`src/rtl/jtdd_gfx_rom_arb.sv`:
```
// Graphics ROM arbiter: char/scroll/object fetchers share one 16-bit read
// port, each slot holding a one-word cache, served round-robin.
module jtdd_gfx_rom_arb #(
    parameter int          AW0  = 17,
    parameter int          AW1  = 18,
    parameter int          AW2  = 19,
    parameter int          OW   = 22,
    parameter logic [OW-1:0] OFF0 = 22'h00000,
    parameter logic [OW-1:0] OFF1 = 22'h20000,
    parameter logic [OW-1:0] OFF2 = 22'h60000
) (
    input  logic           rst,
    input  logic           clk,
    input  logic           char_cs,
    input  logic [AW0-1:0] char_addr,
    output logic [15:0]    char_data,
    output logic           char_ok,
    input  logic           scr_cs,
    input  logic [AW1-1:0] scr_addr,
    output logic [15:0]    scr_data,
    output logic           scr_ok,
    input  logic           obj_cs,
    input  logic [AW2-1:0] obj_addr,
    output logic [15:0]    obj_data,
    output logic           obj_ok,
    output logic           mem_req,
    output logic [OW-1:0]  mem_addr,
    input  logic           mem_ack,
    input  logic           mem_rdy,
    input  logic [15:0]    mem_dout
);

    localparam logic [1:0] IDLE = 2'd0;
    localparam logic [1:0] REQ  = 2'd1;
    localparam logic [1:0] WAIT = 2'd2;

    logic [1:0]    state;
    logic [1:0]    rr;
    logic [1:0]    sel;
    logic [OW-1:0] lat_addr;
    logic [OW-1:0] addr_x      [3];
    logic [OW-1:0] cached_addr [3];
    logic [15:0]   cached_data [3];
    logic [2:0]    valid;
    logic [2:0]    cs;
    logic [2:0]    ok;
    logic [2:0]    pending;
    logic [1:0]    pick;
    logic          found;
    logic [OW-1:0] off_sel;
    logic          done;

    assign cs        = {obj_cs, scr_cs, char_cs};
    assign addr_x[0] = {{(OW-AW0){1'b0}}, char_addr};
    assign addr_x[1] = {{(OW-AW1){1'b0}}, scr_addr};
    assign addr_x[2] = {{(OW-AW2){1'b0}}, obj_addr};

    // ok follows the live address so it drops the moment the address moves
    always_comb begin
        for (int i = 0; i < 3; i++)
            ok[i] = cs[i] & valid[i] & (addr_x[i] == cached_addr[i]);
    end

    assign pending   = cs & ~ok;
    assign char_ok   = ok[0];
    assign scr_ok    = ok[1];
    assign obj_ok    = ok[2];
    assign char_data = cached_data[0];
    assign scr_data  = cached_data[1];
    assign obj_data  = cached_data[2];

    // first pending slot at or after the round-robin pointer
    always_comb begin
        found = 1'b0;
        pick  = 2'd0;
        for (int k = 0; k < 3; k++) begin
            int j;
            j = (int'(rr) + k) % 3;
            if (!found && pending[j]) begin
                found = 1'b1;
                pick  = 2'(j);
            end
        end
    end

    always_comb begin
        case (pick)
            2'd1:    off_sel = OFF1;
            2'd2:    off_sel = OFF2;
            default: off_sel = OFF0;
        endcase
    end

    assign done = (state == WAIT && mem_rdy) ||
                  (state == REQ && mem_ack && mem_rdy);

    always_ff @(posedge clk or posedge rst) begin
        if (rst) begin
            state    <= IDLE;
            rr       <= 2'd0;
            sel      <= 2'd0;
            lat_addr <= '0;
            mem_req  <= 1'b0;
            mem_addr <= '0;
            valid    <= 3'b000;
            for (int i = 0; i < 3; i++) begin
                cached_addr[i] <= '0;
                cached_data[i] <= 16'h0000;
            end
        end else begin
            case (state)
                IDLE: if (found) begin
                    sel      <= pick;
                    lat_addr <= addr_x[pick];
                    mem_addr <= off_sel + addr_x[pick];
                    mem_req  <= 1'b1;
                    rr       <= (pick == 2'd2) ? 2'd0 : pick + 2'd1;
                    state    <= REQ;
                end
                REQ: if (mem_ack) begin
                    mem_req <= 1'b0;
                    state   <= mem_rdy ? IDLE : WAIT;
                end
                WAIT: if (mem_rdy) state <= IDLE;
                default: state <= IDLE;
            endcase
            if (done) begin
                for (int i = 0; i < 3; i++) begin
                    if (sel == 2'(i)) begin
                        cached_data[i] <= mem_dout;
                        cached_addr[i] <= lat_addr;
                        valid[i]       <= 1'b1;
                    end
                end
            end
        end
    end

endmodule

```
`config.mk`:
```
export PLATFORM = sky130hd
export DESIGN_NAME = jtdd_gfx_rom_arb
export DESIGN_NICKNAME = d
export VERILOG_FILES = /design/src/rtl/jtdd_gfx_rom_arb.sv
export SDC_FILE = /design/constraint.sdc
export NUM_CORES = 1
export LEC_CHECK = 0
export ABC_AREA = 1
export BUFFER_PORTS_ARGS = -buffer_cell sky130_fd_sc_hd__buf_2
export CAP_MARGIN = 10
export CORE_MARGIN = 2
export CORE_UTILIZATION = 40
export CTS_CLUSTER_DIAMETER = 50
export DETAILED_ROUTE_END_ITERATION = 16
export PLACE_DENSITY = 0.69
export SLEW_MARGIN = 10
export SYNTH_ARGS = -nofsm -noshare
export SYNTH_HDL_FRONTEND = slang
export SYNTH_SLANG_ARGS = --single-unit
```
`constraint.sdc`:
```
create_clock -name clk -period 4.7 [get_ports clk]
set_input_delay 0.705 -clock clk [delete_from_list [all_inputs] [get_ports clk]]
set_output_delay 0.705 -clock clk [all_outputs]
set_load 0.01 [all_outputs]
```
==> results of run 1 <==
-- final cells by class --
type                    instances  area [um2]  area share, %
flip-flops and latches        137        3430           39.5
multi-input cells             641        2950           34.0
inverters                     157         594           6.84
clock buffers                  21         470           5.41
repair buffers                158         816           9.39
clock inverters                10         143           1.64
well taps                     229         287           3.30
-- worst max-delay path by stage --
| stage | depth (start not counted) | slack [ns] | to | start |
|---|---|---|---|---|
| finish | 19 | 1.28 | mem_addr[18] | cached_addr[38] |
| global route | 19 | 0.93 | mem_addr[18] | cached_addr[47] |
| CTS | 19 | 1.28 | mem_addr[18] | cached_addr[38] |
| detailed placement | 18 | 0.88 | mem_addr[18] | char_addr[3] |
| global placement | 21 | 0.96 | mem_addr[18] | obj_addr[14] |
| floorplan | 1 | 0.33 | cached_addr[0] | rst |
-- per-stage QoR --
stage,setup slack [ns],utilization (%),area (um2)
after CTS,1.28,48.7,8690
after global routing,0.932,48.7,8690
final,1.28,48.7,8690
after global placement,0.961,45.3,8080
after floorplan,0.327,-,7250
after detailed placement,0.875,45.3,8080
-- sequential cells by signal, summed over array words and instances, names as in the netlist --
name / count
scr_data: 16
cached_addr: 57
mem_addr: 20
obj_data: 16
lat_addr: 2
rr: 2
state: 2
char_data: 16
valid: 3
mem_req: 1
sel: 2
-- cell usage after synthesis, types with 2 or more instances --
cell,count
a21oi_1,19
nor4_1,5
o21ai_0,107
or2_2,2
o2111ai_1,2
inv_2,4
nand3_1,71
nor2_1,69
xnor2_1,8
nor3_1,2
inv_1,152
dfrtp_1,137
nor3b_1,2
ha_1,6
buf_4,21
nand2_1,308
xor2_1,5
nand2_2,2
clkbuf_1,23
buf_2,4
buf_6,3
o21ai_2,4
o21ai_1,3
nand4_1,13
or2_1,2
-- cell families (layout without fill, tap and decap cells) --
kind of cell    Yosys count  count (layout)  share of synthesized area [%]
compound gates          138             138                           10.1
xor+xnor                 13              13                           1.57
fa+ha+maj                 7               7                           1.31
buf+inv                 208             346                           12.2
flops                   137             137                           47.3
other cells               1               2                         0.0517
simple gates            481             481                           27.5
-- layer usage --
metal	track usage [%]	share of wire, %	vias up
met3	5.90	8.2	39
met5	0	0	-
li1	-	-	3295
met4	7.52	2.3	0
met2	33.7	45	253
met1	30.4	45	2987
-- power breakdown --
part | internal (mW) | switching, mW
logic | 0.977 | 1.85
clock network | 0.876 | 0.530
registers | 1.72 | 0.357
total | 3.57 | 2.73
==> metrics, run 1 <==
status completed; dominant cell type by area after synthesis dfrtp_1; Vias/cell 4.86; setup TNS 0 ns; largest net degree at the start of global routing 112; Synth Warn # 0; Rows 49; hold path depth 2; proportion of synthesized flip-flops having asynchronous set or reset 100%; Final Hold Slack 0.445 ns; Seq/Total Area, Yosys 47.3%; maximum VDD drop 334 uV; Hold Crit Class in2reg; nature of the critical path endpoint flop; Yosys cell types 36; final std cells w/o fill 1353; global-route wire length before repair 33.2 mm; Antenna diodes 0; clk_skew 0.00613 ns; # fillers 1794; ranking of synthesized cells by area dfrtp_1, nand2_1, inv_1; cell mode on critical path nand2_1; drt total wl 20.9 mm; CTS Root Cell clkbuf_16; most common cell after layout, fill and taps aside nand2_1; Leak 4.86 nW; Reg-to-Reg Start cached_addr[38]; H-Tree Depth 4; Cell Area, Synth 7250 um2; final hold vios 0; Yosys top cell area share 47.3%; Global Route Usage Sum 22.0%; worst slew pin tran 1.02 ns; flops & latches, synth 137; delay-heaviest family, CP simple AND/OR/NAND/NOR gates; Post-CTS Setup Bufs 0; I/O pins 151; slowest cell delay on critical path 0.48 ns; synthesized area per cell 7.36 um2; flop2flop setup slack 1.28 ns; clock latency at the later pin of the worst-skew pair 0.42 ns; Initial Util 40.6%; post-DP HPWL 15.6 mm; fin crit period 3.42 ns; overall power 6.30 mW; Post-synth EDFFs 0; Primary FF master, synth dfrtp_1; vias in the first global route 6305; PostCTS Resize Cnt 0; layout cells sized above 1 18.4%; Worst EP required 5.06 ns; 1st-pass router iterations 5; chip width 139 um; synthesized instance count 985; CP Launch Type flop; cts hold-fix bufs 0; GPL Wtd Cong 0.905; Arr. time, crit path 3.78 ns; Initial DRC Count 479; MaxCap Viol Count 0; worst-path maximum fanout 15; final setup violation count 0; DR DRC count 0; Worst slew margin 31.7%; sequence of cells on the critical path xnor2_1, nand3_1, nor2_1, nand3_1, nand2_1, nand2_1, nand3_1, nand2_1, nand3_1, nand2_1, buf_4, nand2_2, inv_2, ha_1, inv_1, ha_1, fa_1, nand2_1, nand2_1; Die Footprint 19200 um2; core footprint 17800 um2; Slew Limit Fails 0; GRT overflow 0; number of I/O port buffers 148; Wirelength per Cell 15.5 um; hold path start mem_rdy; Nets 1196; clock sink total 137; critical path type reg2reg; worst reg2reg path endpoint mem_addr[18]; PwrDens 726 nW/um2; CTS tree done; Num CTS Buffers 17; Clk pin slew, worst setup/hold paths 0.06 ns; synth-to-layout area growth 19.9%; remaining antenna violation count after routing 0; Crit-path slowest cell fa_1; most frequent cells in the layout nand2_1, inv_1, buf_2; Tcrit/Tclk final 72.8%; Vias 6574; antenna violations before repair 2; hold endpoint state[1]; RSZ-0062 raised after global routing no; worst path bufs/invs 3; FF-to-FF path depth 19; Longest Clk Path Bufs 2; Max Freq 292 MHz; number of instances in the placed design 1322; Die Y 139 um
(Power assumes the default switching activity.)
==> run 2: changes to the inputs <==
--- a/config.mk
+++ b/config.mk
@@ -5,14 +5,14 @@
 export SDC_FILE = /design/constraint.sdc
 export NUM_CORES = 1
 export LEC_CHECK = 0
-export ABC_AREA = 1
+export ABC_AREA = 0
 export BUFFER_PORTS_ARGS = -buffer_cell sky130_fd_sc_hd__buf_2
 export CAP_MARGIN = 10
 export CORE_MARGIN = 2
 export CORE_UTILIZATION = 40
 export CTS_CLUSTER_DIAMETER = 50
 export DETAILED_ROUTE_END_ITERATION = 16
-export PLACE_DENSITY = 0.69
+export PLACE_DENSITY = 0.72
 export SLEW_MARGIN = 10
 export SYNTH_ARGS = -nofsm -noshare
 export SYNTH_HDL_FRONTEND = slang
==> constraint.sdc (replaced) <==
create_clock -name clk -period 2.95 [get_ports clk]
set_input_delay 0.4425 -clock clk [delete_from_list [all_inputs] [get_ports clk]]
set_output_delay 0.4425 -clock clk [all_outputs]
set_load 0.01 [all_outputs]
==> run 2 against run 1 <==
  * The run now ends with negative setup slack left
  * Sequential power is 64% higher
  * Flip-flop and latch count is the same
  * First-iteration DRC count fell by 49%
  * Largest cell class unchanged
  * Clock skew is essentially flat
  * Clock-buffer cell count grew 3
  * Via count fell by 29%
  * Core utilization grew 4.9 points
  * Largest power group unchanged
  * Critical path depth shrank 8
  * Highest routed layer unchanged
  * Synthesized area shrank 7.4%
==> metrics, run 2 <==
GRT overflow 0 (unchanged); final std cells w/o fill 912 (was 1353); ranking of synthesized cells by area dfrtp_1, mux2_2, xor2_1 (was dfrtp_1, nand2_1, inv_1); drt total wl 18.0 mm (was 20.9 mm); Num CTS Buffers 17 (unchanged); Longest Clk Path Bufs 2 (unchanged); flop2flop setup slack -0.32 ns (was 1.28 ns); most frequent cells in the layout buf_2, dfrtp_1, mux2_2 (was nand2_1, inv_1, buf_2); PwrDens 1110 nW/um2 (was 726 nW/um2); Nets 767 (was 1196); RSZ-0062 raised after global routing yes (was no); Area after DPL 7930 um2 (was 8080 um2); I/O pins 151 (unchanged); synthesized instance count 488 (was 985); worst slew pin tran 0.611 ns (was 1.02 ns); largest registers cached_addr: 57 flops, mem_addr: 20 flops (unchanged); Biggest register cached_addr (unchanged); CTS tree done (unchanged); Rows 47 (was 49); Seq/Total Area, Yosys 51.1% (was 47.3%); nature of the critical path endpoint flop (unchanged); Crit-path slowest cell or4_4 (was fa_1); final worst slack -0.315 ns (was 1.28 ns); synth-to-layout area growth 31.6% (was 19.9%); CP Launch Type flop (unchanged); critical path type reg2reg (unchanged); worst path bufs/invs 2 (was 3); clock latency at the later pin of the worst-skew pair 0.42 ns (about the same); final setup violation count 20 (was 0); most common cell after layout, fill and taps aside buf_2 (was nand2_1); Global Route Usage Sum 20.6% (was 22.0%); Tcrit/Tclk final 111% (was 72.8%); DR DRC count 0 (unchanged); status complete, but fails checks (was completed); Clk pin slew, worst setup/hold paths 0.05 ns (was 0.06 ns); maximum VDD drop 595 uV (was 334 uV); DR WL met2 8.87 mm (was 9.35 mm); clk_skew 0.00606 ns (was 0.00613 ns); fin crit period 3.27 ns (was 3.42 ns); Slew Limit Fails 0 (unchanged); core footprint 16500 um2 (was 17800 um2); CTS Root Cell clkbuf_16 (unchanged); cts hold-fix bufs 0 (unchanged); top routing layer used met4 (unchanged); overall power 9.80 mW (was 6.30 mW); layout cells sized above 1 62.1% (was 18.4%); Cell Area, Synth 6710 um2 (was 7250 um2); MaxCap Viol Count 0 (unchanged); final hold vios 0 (unchanged); Yosys cell types 43 (was 36); final non-filler cell area 8820 um2 (was 8690 um2); Worst EP required 3.25 ns (was 5.06 ns); Wirelength per Cell 19.8 um (was 15.5 um); top-count cell post-synth mux2_2 (was nand2_1); pre-CTS setup slack -0.585 ns (was 0.875 ns); antenna violations before repair 1 (was 2); sequence of cells on the critical path xor2_2, or4_4, o32ai_2, nand3_1, a311oi_4, inv_2, ha_1, inv_2, ha_4, fa_1, mux2_4 (was xnor2_1, nand3_1, nor2_1, nand3_1, nand2_1, nand2_1, nand3_1, nand2_1, nand3_1, nand2_1, buf_4, nand2_2, inv_2, ha_1, inv_1, ha_1, fa_1, nand2_1, nand2_1); chip width 133 um (was 139 um); Max Freq 306 MHz (was 292 MHz); worst-path maximum fanout 3 (was 15); GPL Wtd Cong 0.910 (was 0.905); Post-synth EDFFs 0 (unchanged); number of instances in the placed design 870 (was 1322); DRT met1 WL 7.38 mm (was 9.37 mm); setup TNS -4.34 ns (was 0 ns); Met3 Wirelength 1.30 mm (was 1.72 mm); clock sink total 137 (unchanged); Initial DRC Count 242 (was 479); delay-heaviest family, CP adder cells (was simple AND/OR/NAND/NOR gates); slowest cell delay on critical path 0.53 ns (was 0.48 ns); number of flip-flops in the largest register 57 (unchanged); Hold Crit Class in2async (was in2reg); vias in the first global route 5195 (was 6305); Die Y 133 um (was 139 um); flops & latches, synth 137 (unchanged); Vias/cell 5.12 (was 4.86); Leak 4.25 nW (was 4.86 nW); Worst slew margin 59.3% (was 31.7%); top post-synthesis cells by count mux2_2, dfrtp_1, xor2_1, xnor2_1, buf_4 (was nand2_1, inv_1, dfrtp_1, o21ai_0, nand3_1); remaining antenna violation count after routing 0 (unchanged); Arr. time, crit path 3.56 ns (was 3.78 ns); H-Tree Depth 4 (unchanged); final core utilization 53.6% (was 48.7%); post-DP HPWL 12.2 mm (was 15.6 mm); largest net degree at the start of global routing 79 (was 112); Initial Util 40.7% (was 40.6%); dominant cell type by area after synthesis dfrtp_1 (unchanged); Die Footprint 17800 um2 (was 19200 um2); cell mode on critical path inv_2 (was nand2_1); synthesized area per cell 13.7 um2 (was 7.36 um2); Vias 4668 (was 6574); Primary FF master, synth dfrtp_1 (unchanged); failing checks negative setup slack; Synth Warn # 0 (unchanged); Yosys top cell area share 51.1% (was 47.3%); Final Hold Slack 0.0500 ns (was 0.445 ns); proportion of synthesized flip-flops having asynchronous set or reset 100% (unchanged); global-route wire length before repair 28.0 mm (was 33.2 mm); 1st-pass router iterations 4 (was 5); number of I/O port buffers 148 (unchanged)
## run 2: cell count changes in the layout (fill, tap and decap cells not counted), moves of 18 or more
cell / delta
nand3_1: -61
mux2_4: +41
nor2_1: -62
a21oi_1: -18
inv_1: -148
mux2_2: +125
o21ai_0: -107
nand2_1: -297
xor2_1: +25
buf_4: +38
## run 2: logic make-up (layout without fill, tap and decap cells)
family / Yosys count / count (layout) / share of synthesized area [%]
mux: 166 / 166 / 28.9
fa+ha+maj: 7 / 7 / 1.42
buf+inv: 40 / 242 / 3.53
simple gates: 67 / 67 / 5.63
other cells: 1 / 3 / 0.0559
flops: 137 / 137 / 51.1
xor+xnor: 55 / 55 / 7.18
compound gates: 15 / 15 / 2.20
## run 2: report_power, final
part,internal [mW],switching (mW)
combinational,2.48,2.01
sequential,2.79,0.631
clock,1.16,0.739
## run 2: final timing paths
kind | start | to | cells past startpoint
hold / removal | rst | scr_data[1] | 2
max in group asynchronous | rst | scr_data[9] | 3
setup reg to reg | cached_addr[59] | mem_addr[18] | 11
setup / recovery | cached_addr[59] | mem_addr[18] | 11
min in group clk | mem_rdy | state[1] | 2
hold reg to reg | valid[2] | valid[2] | 1
## run 2: layer usage
metal  track usage [%]  vias to the layer above
met4              7.21                        0
li1                  -                     2102
met3              6.39                       33
met1              24.7                     2358
met5                 0                        -
met2              35.0                      175
## run 2: layout make-up
type,instances,area [um2]
Antenna cell,1,2.50
Clock buffer,24,502
Clock inverter,3,17.5
Fill cell,1402,7640
Inverter,7,42.5
Multi-Input combinational cell,312,3280
Sequential cell,137,3430
Tap cell,220,275
Timing Repair Buffer,206,1250
Timing Repair inverter,2,25.0
## run 2: what timing repair did
action	in CTS	in global routing
pin swaps	15	1
cloned	1	2
setup endpoints to repair	22	29
setup buffers	9	2
resized for setup	42	18
==> run 3: changes to the inputs <==
--- a/config.mk
+++ b/config.mk
@@ -9,10 +9,10 @@
 export BUFFER_PORTS_ARGS = -buffer_cell sky130_fd_sc_hd__buf_2
 export CAP_MARGIN = 10
 export CORE_MARGIN = 2
-export CORE_UTILIZATION = 40
+export CORE_UTILIZATION = 35
 export CTS_CLUSTER_DIAMETER = 50
 export DETAILED_ROUTE_END_ITERATION = 16
-export PLACE_DENSITY = 0.72
+export PLACE_DENSITY = 0.66
 export SLEW_MARGIN = 10
 export SYNTH_ARGS = -nofsm -noshare
 export SYNTH_HDL_FRONTEND = slang
==> run 3 against run 2 <==
  * The run still ends with negative setup slack left
  * Highest routed layer is now met5
  * Largest power group unchanged
  * Global-route usage is 2.8 points lower
  * Via count shrank 2.6%
  * Critical endpoint unchanged
  * Largest cell class unchanged
  * Maximum frequency increased by 2.3%
  * Final cell count is 0.88% higher
  * Wire length shrank 2.4%
  * Combinational power fell by 7.8%
==> metrics, run 3 (synthesis results as in run 2) <==
1st-pass router iterations 4 (unchanged); Clk pin slew, worst setup/hold paths 0.06 ns (was 0.05 ns); most frequent cells in the layout buf_2, mux2_2, dfrtp_1 (was buf_2, dfrtp_1, mux2_2); synth-to-layout area growth 30.7% (was 31.6%); CP Launch Type flop (unchanged); layout cells sized above 1 62.0% (was 62.1%); overall power 9.73 mW (was 9.80 mW); final non-filler cell area 8770 um2 (was 8820 um2); failing checks negative setup slack (unchanged); slowest cell delay on critical path 0.54 ns (was 0.53 ns); critical path type reg2reg (unchanged); Biggest register cached_addr (unchanged); worst slew pin tran 0.995 ns (was 0.611 ns); Clk network pwr share 22.2% (was 19.4%); pre-CTS setup slack -0.501 ns (was -0.585 ns); core footprint 18800 um2 (was 16500 um2); remaining antenna violation count after routing 0 (unchanged); DR DRC count 0 (unchanged); cts hold-fix bufs 0 (unchanged); most common cell after layout, fill and taps aside buf_2 (unchanged); Longest Clk Path Bufs 2 (unchanged); Rows 50 (was 47); H-Tree Depth 4 (unchanged); Area after DPL 7970 um2 (was 7930 um2); Final Hold Slack 0.215 ns (was 0.0500 ns); global-route wire length before repair 27.1 mm (was 28.0 mm); chip width 142 um (was 133 um); sw frac 34.2% (was 34.5%); Nets 753 (was 767); Worst EP required 3.25 ns (about the same); Met3 Wirelength 1.09 mm (was 1.30 mm); Initial DRC Count 162 (was 242); Global Route Usage Sum 17.8% (was 20.6%); MaxCap Viol Count 0 (unchanged); fin crit period 3.19 ns (was 3.27 ns); Worst slew margin 33.5% (was 59.3%); antenna violations before repair 6 (was 1); top routing layer used met5 (was met4); Slew Limit Fails 0 (unchanged); sequence of cells on the critical path xor2_1, or4_1, o32ai_2, nand3_1, a311oi_4, inv_2, ha_4, inv_2, ha_4, fa_1, mux2_4 (was xor2_2, or4_4, o32ai_2, nand3_1, a311oi_4, inv_2, ha_1, inv_2, ha_4, fa_1, mux2_4); Die Footprint 20300 um2 (was 17800 um2); Wirelength per Cell 19.1 um (was 19.8 um); PwrDens 1110 nW/um2 (about the same); combinational power share 42.6% (was 45.8%); delay-heaviest family, CP adder cells (unchanged); final setup violation count 19 (was 20); clock sink total 137 (unchanged); CTS Root Cell clkbuf_16 (unchanged); final hold vios 0 (unchanged); worst-path maximum fanout 3 (unchanged); Tcrit/Tclk final 108% (was 111%); clock latency at the later pin of the worst-skew pair 0.42 ns (about the same); largest net degree at the start of global routing 45 (was 79); Num CTS Buffers 17 (unchanged); Vias 4548 (was 4668); Die Y 142 um (was 133 um); CTS tree done (unchanged); DR WL met2 8.71 mm (was 8.87 mm); final worst slack -0.241 ns (was -0.315 ns); nature of the critical path endpoint flop (unchanged); worst path bufs/invs 2 (unchanged); drt total wl 17.6 mm (was 18.0 mm); I/O pins 151 (unchanged); Vias/cell 4.94 (was 5.12); Crit-path slowest cell or4_1 (was or4_4); largest registers cached_addr: 57 flops, mem_addr: 20 flops (unchanged); maximum VDD drop 503 uV (was 595 uV); status complete, but fails checks (unchanged); Arr. time, crit path 3.49 ns (was 3.56 ns); GRT overflow 0 (unchanged); DRT met1 WL 7.52 mm (was 7.38 mm); Initial Util 35.7% (was 40.7%); number of I/O port buffers 148 (unchanged); Leak 4.13 nW (was 4.25 nW); clk_skew 0.0102 ns (was 0.00606 ns); vias in the first global route 5013 (was 5195); Int Pwr 6.40 mW (was 6.42 mW); RSZ-0062 raised after global routing yes (unchanged); post-DP HPWL 13.0 mm (was 12.2 mm); Max Freq 313 MHz (was 306 MHz); number of flip-flops in the largest register 57 (unchanged); GPL Wtd Cong 0.849 (was 0.910); Seq pwr share 35.2% (was 34.9%); Hold Crit Class in2reg (was in2async); P_sw 3.33 mW (was 3.38 mW)
==> run 3: final timing paths <==
| kind | startpoint | to | slack (ns) | cells after the start |
|---|---|---|---|---|
| min | mem_rdy | state[1] | 0.22 | 2 |
| min reg2reg | valid[1] | valid[1] | 0.47 | 1 |
| max reg2reg | cached_addr[51] | mem_addr[18] | -0.24 | 11 |
| min in group asynchronous | rst | obj_data[5] | 0.24 | 2 |
| max | cached_addr[51] | mem_addr[18] | -0.24 | 11 |
| max in group asynchronous | rst | mem_addr[4] | 1.88 | 3 |
==> run 3: cell type report <==
type	count	area, um2
antenna	4	10.0
clock buffer	17	425
clock inverter	15	176
fill	1695	10000
inverter	7	42.5
multi-input combinational	312	3200
sequential	137	3430
tap	234	293
timing repair buffer	192	1160
timing repair inverter	2	27.5
==> run 3: layer usage <==
metal	GRT usage, %	up-vias
li1	-	2089
met2	30.4	139
met4	5.26	2
met3	6.06	20
met1	21.4	2298
met5	0	-
==> run 3: timing repair <==
item                       in CTS  in global routing
pin swaps                      11                  6
setup endpoints to repair      20                 22
gates cloned                    0                  2
resized for setup               5                 25
setup buffers                   1                  1
==> run 3: power groups by stage <==
stage	registers, mW	clock network (mW)	logic, mW
3_5_place_dp	3.44	0	3.98
2_1_floorplan	3.46	0	2.52
4_1_cts	3.43	2.22	4.02
3_3_place_gp	3.39	0	3.88
5_1_grt	3.56	2.30	4.47
6_report	3.43	2.16	4.14
==> run 3: through the flow <==
| step | std cells | utilization [%] | setup TNS [ns] |
|---|---|---|---|
| 2_1_floorplan | 489 | - | -0.436 |
| 3_3_place_gp | 880 | 42.5 | -7.54 |
| 3_5_place_dp | 880 | 42.5 | -7.84 |
| 4_1_cts | 913 | 45.9 | -2.86 |
| 5_1_grt | 917 | 46.7 | -5.19 |
| 6_report | 920 | 46.7 | -3.01 |
